<file path="src/rtl/count_seq_pkg.sv">
// Shared types and helpers for the counter-sequence monitor.
//   state_t    checker FSM states
//   DEF_MIN    default lowest legal count value
//   DEF_MAX    default highest legal count value
//   next_exp() value expected to follow 'last' in the MIN..MAX wrap sequence
package count_seq_pkg;

  typedef enum logic [1:0] {
    IDLE  = 2'd0,
    TRACK = 2'd1,
    ERROR = 2'd2
  } state_t;

  localparam int unsigned DEF_MIN = 1;
  localparam int unsigned DEF_MAX = 10;

  // Successor of 'last' in the wrapping sequence
  function automatic logic [31:0] next_exp(input logic [31:0] last,
                                           input logic [31:0] min_v,
                                           input logic [31:0] max_v);
    return (last == max_v) ? min_v : last + 32'd1;
  endfunction

endpackage

</file>
<file path="src/rtl/count_seq_fifo.sv">
// Small synchronous FIFO buffering counter samples.
//   clk_i, rst_ni   clock, asynchronous active-low reset
//   push_i, data_i  write strobe (caller guarantees not full) and data
//   pop_i           read strobe (caller guarantees not empty)
//   data_o          head entry
//   full_o/empty_o  occupancy flags, derived from registered pointers only
//   level_o         number of stored entries
module count_seq_fifo #(
  parameter int unsigned DEPTH = 4,
  parameter int unsigned W     = 32
) (
  input  logic                     clk_i,
  input  logic                     rst_ni,
  input  logic                     push_i,
  input  logic [W-1:0]             data_i,
  input  logic                     pop_i,
  output logic [W-1:0]             data_o,
  output logic                     full_o,
  output logic                     empty_o,
  output logic [$clog2(DEPTH):0]   level_o
);

  localparam int unsigned AW = $clog2(DEPTH);

  logic [W-1:0] mem_q [DEPTH];
  logic [AW:0]  wr_ptr_q;
  logic [AW:0]  rd_ptr_q;

  // Storage and pointers; the extra pointer bit distinguishes full from empty
  always_ff @(posedge clk_i or negedge rst_ni) begin
    if (!rst_ni) begin
      wr_ptr_q <= '0;
      rd_ptr_q <= '0;
      for (int i = 0; i < int'(DEPTH); i++) mem_q[i] <= '0;
    end else begin
      if (push_i) begin
        mem_q[wr_ptr_q[AW-1:0]] <= data_i;
        wr_ptr_q                <= wr_ptr_q + (AW+1)'(1);
      end
      if (pop_i) rd_ptr_q <= rd_ptr_q + (AW+1)'(1);
    end
  end

  assign level_o = wr_ptr_q - rd_ptr_q;
  assign full_o  = (level_o == (AW+1)'(DEPTH));
  assign empty_o = (wr_ptr_q == rd_ptr_q);
  assign data_o  = mem_q[rd_ptr_q[AW-1:0]];

endmodule

</file>
<file path="src/rtl/count_seq_monitor.sv">
// Buffers and forwards wrapping-counter samples and checks their sequence.
//   clock, reset_n         clock, asynchronous active-low reset
//   in_valid/in_count      upstream sample, in_ready = FIFO not full
//   out_valid/out_count    FIFO head toward the next stage, out_ready accepts it
//   clear_err              return checker to IDLE (wins over a same-cycle sample)
//   seq_error              one-cycle pulse on entry to ERROR
//   err_state              high while in ERROR
//   err_count              saturating count of ERROR entries
//   wrap_count             wrapping count of accepted MAX->MIN transitions
module count_seq_monitor
  import count_seq_pkg::*;
#(
  parameter int unsigned W     = 32,
  parameter int unsigned MIN   = DEF_MIN,
  parameter int unsigned MAX   = DEF_MAX,
  parameter int unsigned DEPTH = 4,
  parameter int unsigned CW    = 16
) (
  input  logic          clock,
  input  logic          reset_n,
  input  logic          in_valid,
  input  logic [W-1:0]  in_count,
  output logic          in_ready,
  output logic          out_valid,
  output logic [W-1:0]  out_count,
  input  logic          out_ready,
  input  logic          clear_err,
  output logic          seq_error,
  output logic          err_state,
  output logic [CW-1:0] err_count,
  output logic [CW-1:0] wrap_count
);

  localparam int unsigned AW = $clog2(DEPTH);

  logic          full;
  logic          empty;
  logic          push;
  logic          pop;
  logic [AW:0]   level;

  state_t        state_q, state_d, eval_state;
  logic [W-1:0]  last_q, last_d;
  logic          seq_error_q, seq_error_d;
  logic [CW-1:0] err_count_q, err_count_d;
  logic [CW-1:0] wrap_count_q, wrap_count_d;
  logic [W-1:0]  exp_c;
  logic          in_range_c;
  logic          enter_err;

  assign in_ready  = !full;
  assign out_valid = !empty;
  assign push      = in_valid && !full;
  assign pop       = !empty && out_ready;

  count_seq_fifo #(.DEPTH(DEPTH), .W(W)) u_fifo (
    .clk_i   (clock),
    .rst_ni  (reset_n),
    .push_i  (push),
    .data_i  (in_count),
    .pop_i   (pop),
    .data_o  (out_count),
    .full_o  (full),
    .empty_o (empty),
    .level_o (level)
  );

  assign exp_c      = W'(next_exp(32'(last_q), 32'(MIN), 32'(MAX)));
  assign in_range_c = (in_count >= W'(MIN)) && (in_count <= W'(MAX));

  // Next-state logic; a clear makes a same-cycle sample see IDLE rules
  always_comb begin
    state_d      = state_q;
    last_d       = last_q;
    seq_error_d  = 1'b0;
    err_count_d  = err_count_q;
    wrap_count_d = wrap_count_q;
    enter_err    = 1'b0;
    eval_state   = clear_err ? IDLE : state_q;

    if (clear_err) state_d = IDLE;

    if (push) begin
      case (eval_state)
        IDLE: begin
          if (in_range_c) begin
            state_d = TRACK;
            last_d  = in_count;
          end else begin
            enter_err = 1'b1;
          end
        end
        TRACK: begin
          if (in_count == exp_c) begin
            last_d = in_count;
            if (last_q == W'(MAX) && in_count == W'(MIN))
              wrap_count_d = wrap_count_q + CW'(1);
          end else begin
            enter_err = 1'b1;
          end
        end
        default: ;
      endcase
    end

    if (enter_err) begin
      state_d     = ERROR;
      seq_error_d = 1'b1;
      if (err_count_q != '1) err_count_d = err_count_q + CW'(1);
    end
  end

  // Checker state and counters
  always_ff @(posedge clock or negedge reset_n) begin
    if (!reset_n) begin
      state_q      <= IDLE;
      last_q       <= '0;
      seq_error_q  <= 1'b0;
      err_count_q  <= '0;
      wrap_count_q <= '0;
    end else begin
      state_q      <= state_d;
      last_q       <= last_d;
      seq_error_q  <= seq_error_d;
      err_count_q  <= err_count_d;
      wrap_count_q <= wrap_count_d;
    end
  end

  assign seq_error  = seq_error_q;
  assign err_state  = (state_q == ERROR);
  assign err_count  = err_count_q;
  assign wrap_count = wrap_count_q;

  // Structural invariants
  a_level_bound : assert property (@(posedge clock) disable iff (!reset_n)
    level <= (AW+1)'(DEPTH));
  a_err_follows : assert property (@(posedge clock) disable iff (!reset_n)
    seq_error && !clear_err |=> err_state);
  a_track_range : assert property (@(posedge clock) disable iff (!reset_n)
    state_q == TRACK |-> (last_q >= W'(MIN) && last_q <= W'(MAX)));

endmodule

</file>
<file path="config.mk">
export PLATFORM = sky130hd
export DESIGN_NAME = count_seq_monitor
export DESIGN_NICKNAME = d
export VERILOG_FILES = /design/src/rtl/count_seq_pkg.sv /design/src/rtl/count_seq_fifo.sv /design/src/rtl/count_seq_monitor.sv
export SDC_FILE = /design/constraint.sdc
export NUM_CORES = 1
export LEC_CHECK = 0
export CORE_MARGIN = 10
export CORE_UTILIZATION = 29
export CTS_CLUSTER_SIZE = 25
export DETAILED_ROUTE_END_ITERATION = 12
export GPL_ROUTABILITY_DRIVEN = 0
export SLEW_MARGIN = 10
export SYNTH_ARGS = -nofsm -noshare
export SYNTH_HDL_FRONTEND = slang
export SYNTH_SLANG_ARGS = --single-unit
</file>
<file path="constraint.sdc">
create_clock -name clock -period 4.7 [get_ports clock]
set_clock_uncertainty 0.15 [all_clocks]
set_input_delay 1.41 -clock clock [delete_from_list [all_inputs] [get_ports clock]]
set_output_delay 1.41 -clock clock [all_outputs]
set_load 0.02 [all_outputs]
</file>
==> results.cfg <==
[clock_tree]
htree_levels = 1
cts.sinks = 201
cts.clk_slew.worst_paths_ns = 0.06
cts_tree = yes
clkLatencyLatePin_ns = 0.51
clock_path_buffers = 3
root_buffer = clkbuf_16
cts_resized = 0
numCtsBuffers = 24
cts_setup_buffers = 0
hold_buffers = 0

[setup_path]
cp-start-kind = input port
worst_ep_required_time_ns = 4.93
endpoint_kind = register
critPathTopFamily = simple AND/OR/NAND/NOR gates
critPathKind = input port to register
path_max_fanout = 10
crit_buf_inv = 3
slowest_delay_ns = 0.53
r2r_slack_ns = 0.98
critPathLaunch = in_count[4]
worstReg2RegStart = last_q[1]$_DFFE_PN0P_
worstPathCellList = clkdlybuf4s50_1 > buf_4 > nor4_1 > nand4_1 > nor3_1 > and2_1 > nand4_1 > buf_4 > or2_2 > nor2_1 > nand4_1 > xnor2_1
arrival_ns = 4.44
slowest_stage = nor4_1
cp_common_cell = nand4_1

[sta]
finalWorstSetupSlack_ns = 0.492
slew_headroom = 0.529
period_minus_slack_ns = 4.21
finalHoldViolations = 0
tns_ns = 0
finalCritPeriodShare = 0.895
setup_viol = 0
fmax_ghz = 0.238
rsz0062_at_grt = false
slew_viol_final = 0
tightest_slew_ns = 0.707

[place]
place_inst = 1366
dp_hpwl_um = 18400
portBuffers = 104
pre_cts_slack_ns = -0.0803

[yosys]
yosys-top-cells-area = dfrtp_1, mux2_2, mux4_2
syn_area_sq_um = 10200
synth.yosys.warnings = 0
synth.top_cell.area_share = 0.492
syn_inst = 807
ys_ff_latch = 201
ys_seq_area_frac = 0.492
synth_commonest_cells = dfrtp_1, mux2_2, xnor2_1, nand2_1, mux4_2
ys.flop_type = dfrtp_1
async_flop_share = 1.00
synth.largest_area_cell = dfrtp_1
synth-edff-count = 0
synth.avg_cell_area_sq_um = 12.7
yosysMostFrequentCell = dfrtp_1
post_synth_num_cell_types = 61
synthesis.nets = 855

[die]
start_util = 0.295
die_y_um = 208
core_area_sq_um = 34600
pin_count = 105
die_w_um = 208
num_rows = 68
die_area_sq_um = 43100

[hold_path]
hp-class = register to register
hp-start = wrap_count[15]$_DFFE_PN0P_

[power_and_ir_drop]
ir_worst_vdd_mv = 0.290
p_total_mw = 7.73
p_leak_nw = 5.34
p_per_area_nw_per_um2 = 604

[finish]
drive_above_1_share = 0.304
stdcell_count = 1408
fin_nets = 985
area_growth_pct = 25.2
diodes = 0

[routing]
wl_per_cell_um = 18.3
vias_per_cell = 4.87
num_vias = 6856
drtIter0Drc = 328
ant_nets = 0
dr.pass1.iters = 5
routed_wirelength_um = 25800
drc = 0

[run_status]
outcome = complete, no violations

[grt]
antenna_found_initial = 0
grt_pass1_vias = 7274
grt_max_degree = 84
grt_use_total = 0.117
gr-total-overflow = 0
grt_pass1_wl_um = 41700

[run]
cap_violations = 0
[through the flow]
step	util	cell area, sq um	hold slack, ns
final	0.370	12800	0.318
after global routing	0.370	12800	0.346
after detailed placement	0.347	12000	0.311
after global placement	0.347	12000	0.305
after floorplan	-	10200	0.314
after CTS	0.370	12800	0.323
[worst reg2reg max path, stage by stage (launching register included)]
cell	delay (ns)
dfrtp_1	0.44
ha_1	0.25
nand3_1	0.09
buf_4	0.19
or4b_2	0.61
a31oi_1	0.22
o22ai_1	0.13
a2111oi_0	0.36
and4_2	0.30
nand2_2	0.11
o21ai_4	0.22
buf_12	0.19
mux2_2	0.35
[cell type report]
cell class | instances | area [sq um]
Tap cell | 455 | 569
Fill cell | 3325 | 21800
Inverter | 10 | 37.5
Clock inverter | 7 | 65.1
Timing Repair Buffer | 152 | 1440
Multi-Input combinational cell | 548 | 4950
Sequential cell | 201 | 5030
Clock buffer | 35 | 703
[layout by cell type, fill, tap and decap left out, types with 4 or more instances in the layout]
cell type,synthesis,layout
ha_1,11,11
and2_1,6,6
a31oi_1,9,9
xnor2_1,48,48
nand2_1,43,43
and4_1,8,8
buf_4,0,45
mux2_1,4,4
nor3_1,13,13
nor4_1,17,17
xor2_1,28,28
nand4b_1,4,4
mux4_2,32,32
inv_1,10,10
clkbuf_8,0,5
o21ai_0,13,13
nor2_1,29,29
clkinv_2,0,4
nand4_1,14,14
nand3_1,29,29
or2_2,4,4
and3_1,11,11
clkdlybuf4s50_1,0,103
clkbuf_16,0,25
a21oi_1,9,9
dfrtp_1,201,200
mux2_2,159,159
clkbuf_1,26,6
[per-layer routing]
layer / vias to the layer above / wire, um / track usage
li1: 3233 / - / -
met5: - / 0 / 0
met3: 28 / 1140 / 0.0208
met4: 0 / 459 / 0.0257
met1: 3451 / 11600 / 0.151
met2: 144 / 12700 / 0.200
[power by group]
group | total [mW] | internal (mW) | switching (mW)
combinational | 3.26 | 1.78 | 1.48
sequential | 2.69 | 2.37 | 0.323
clock | 1.79 | 1.09 | 0.700
total | 7.73 | 5.24 | 2.50
[logic make-up (layout without fill, tap and decap cells)]
family          Yosys count  count (layout)  synth area share
fa+ha+maj                11              11            0.0135
compound gates           61              61            0.0421
flops                   201             201             0.492
xor+xnor                 76              76            0.0651
simple gates            202             202             0.110
mux                     198             198             0.253
buf+inv                  58             204            0.0238
[flip-flops by register name (all words and copies together) (netlist names)]
register / count
u_fifo.rd_ptr_q: 3
seq_error: 1
err_count: 16
state_q: 2
u_fifo.mem_q: 128
wrap_count: 16
u_fifo.wr_ptr_q: 3
last_q: 32
[final timing paths]
path                                                 end  depth (start not counted)
hold / removal                wrap_count[15]$_DFFE_PN0P_                          1
hold reg to reg               wrap_count[15]$_DFFE_PN0P_                          1
setup / recovery              wrap_count[14]$_DFFE_PN0P_                         12
min in group asynchronous      wrap_count[4]$_DFFE_PN0P_                          1
setup reg to reg                   last_q[5]$_DFFE_PN0P_                         12
max in group asynchronous  u_fifo.mem_q[103]$_DFFE_PN0P_                          2
No activity file was read; power rests on OpenSTA's default activity.
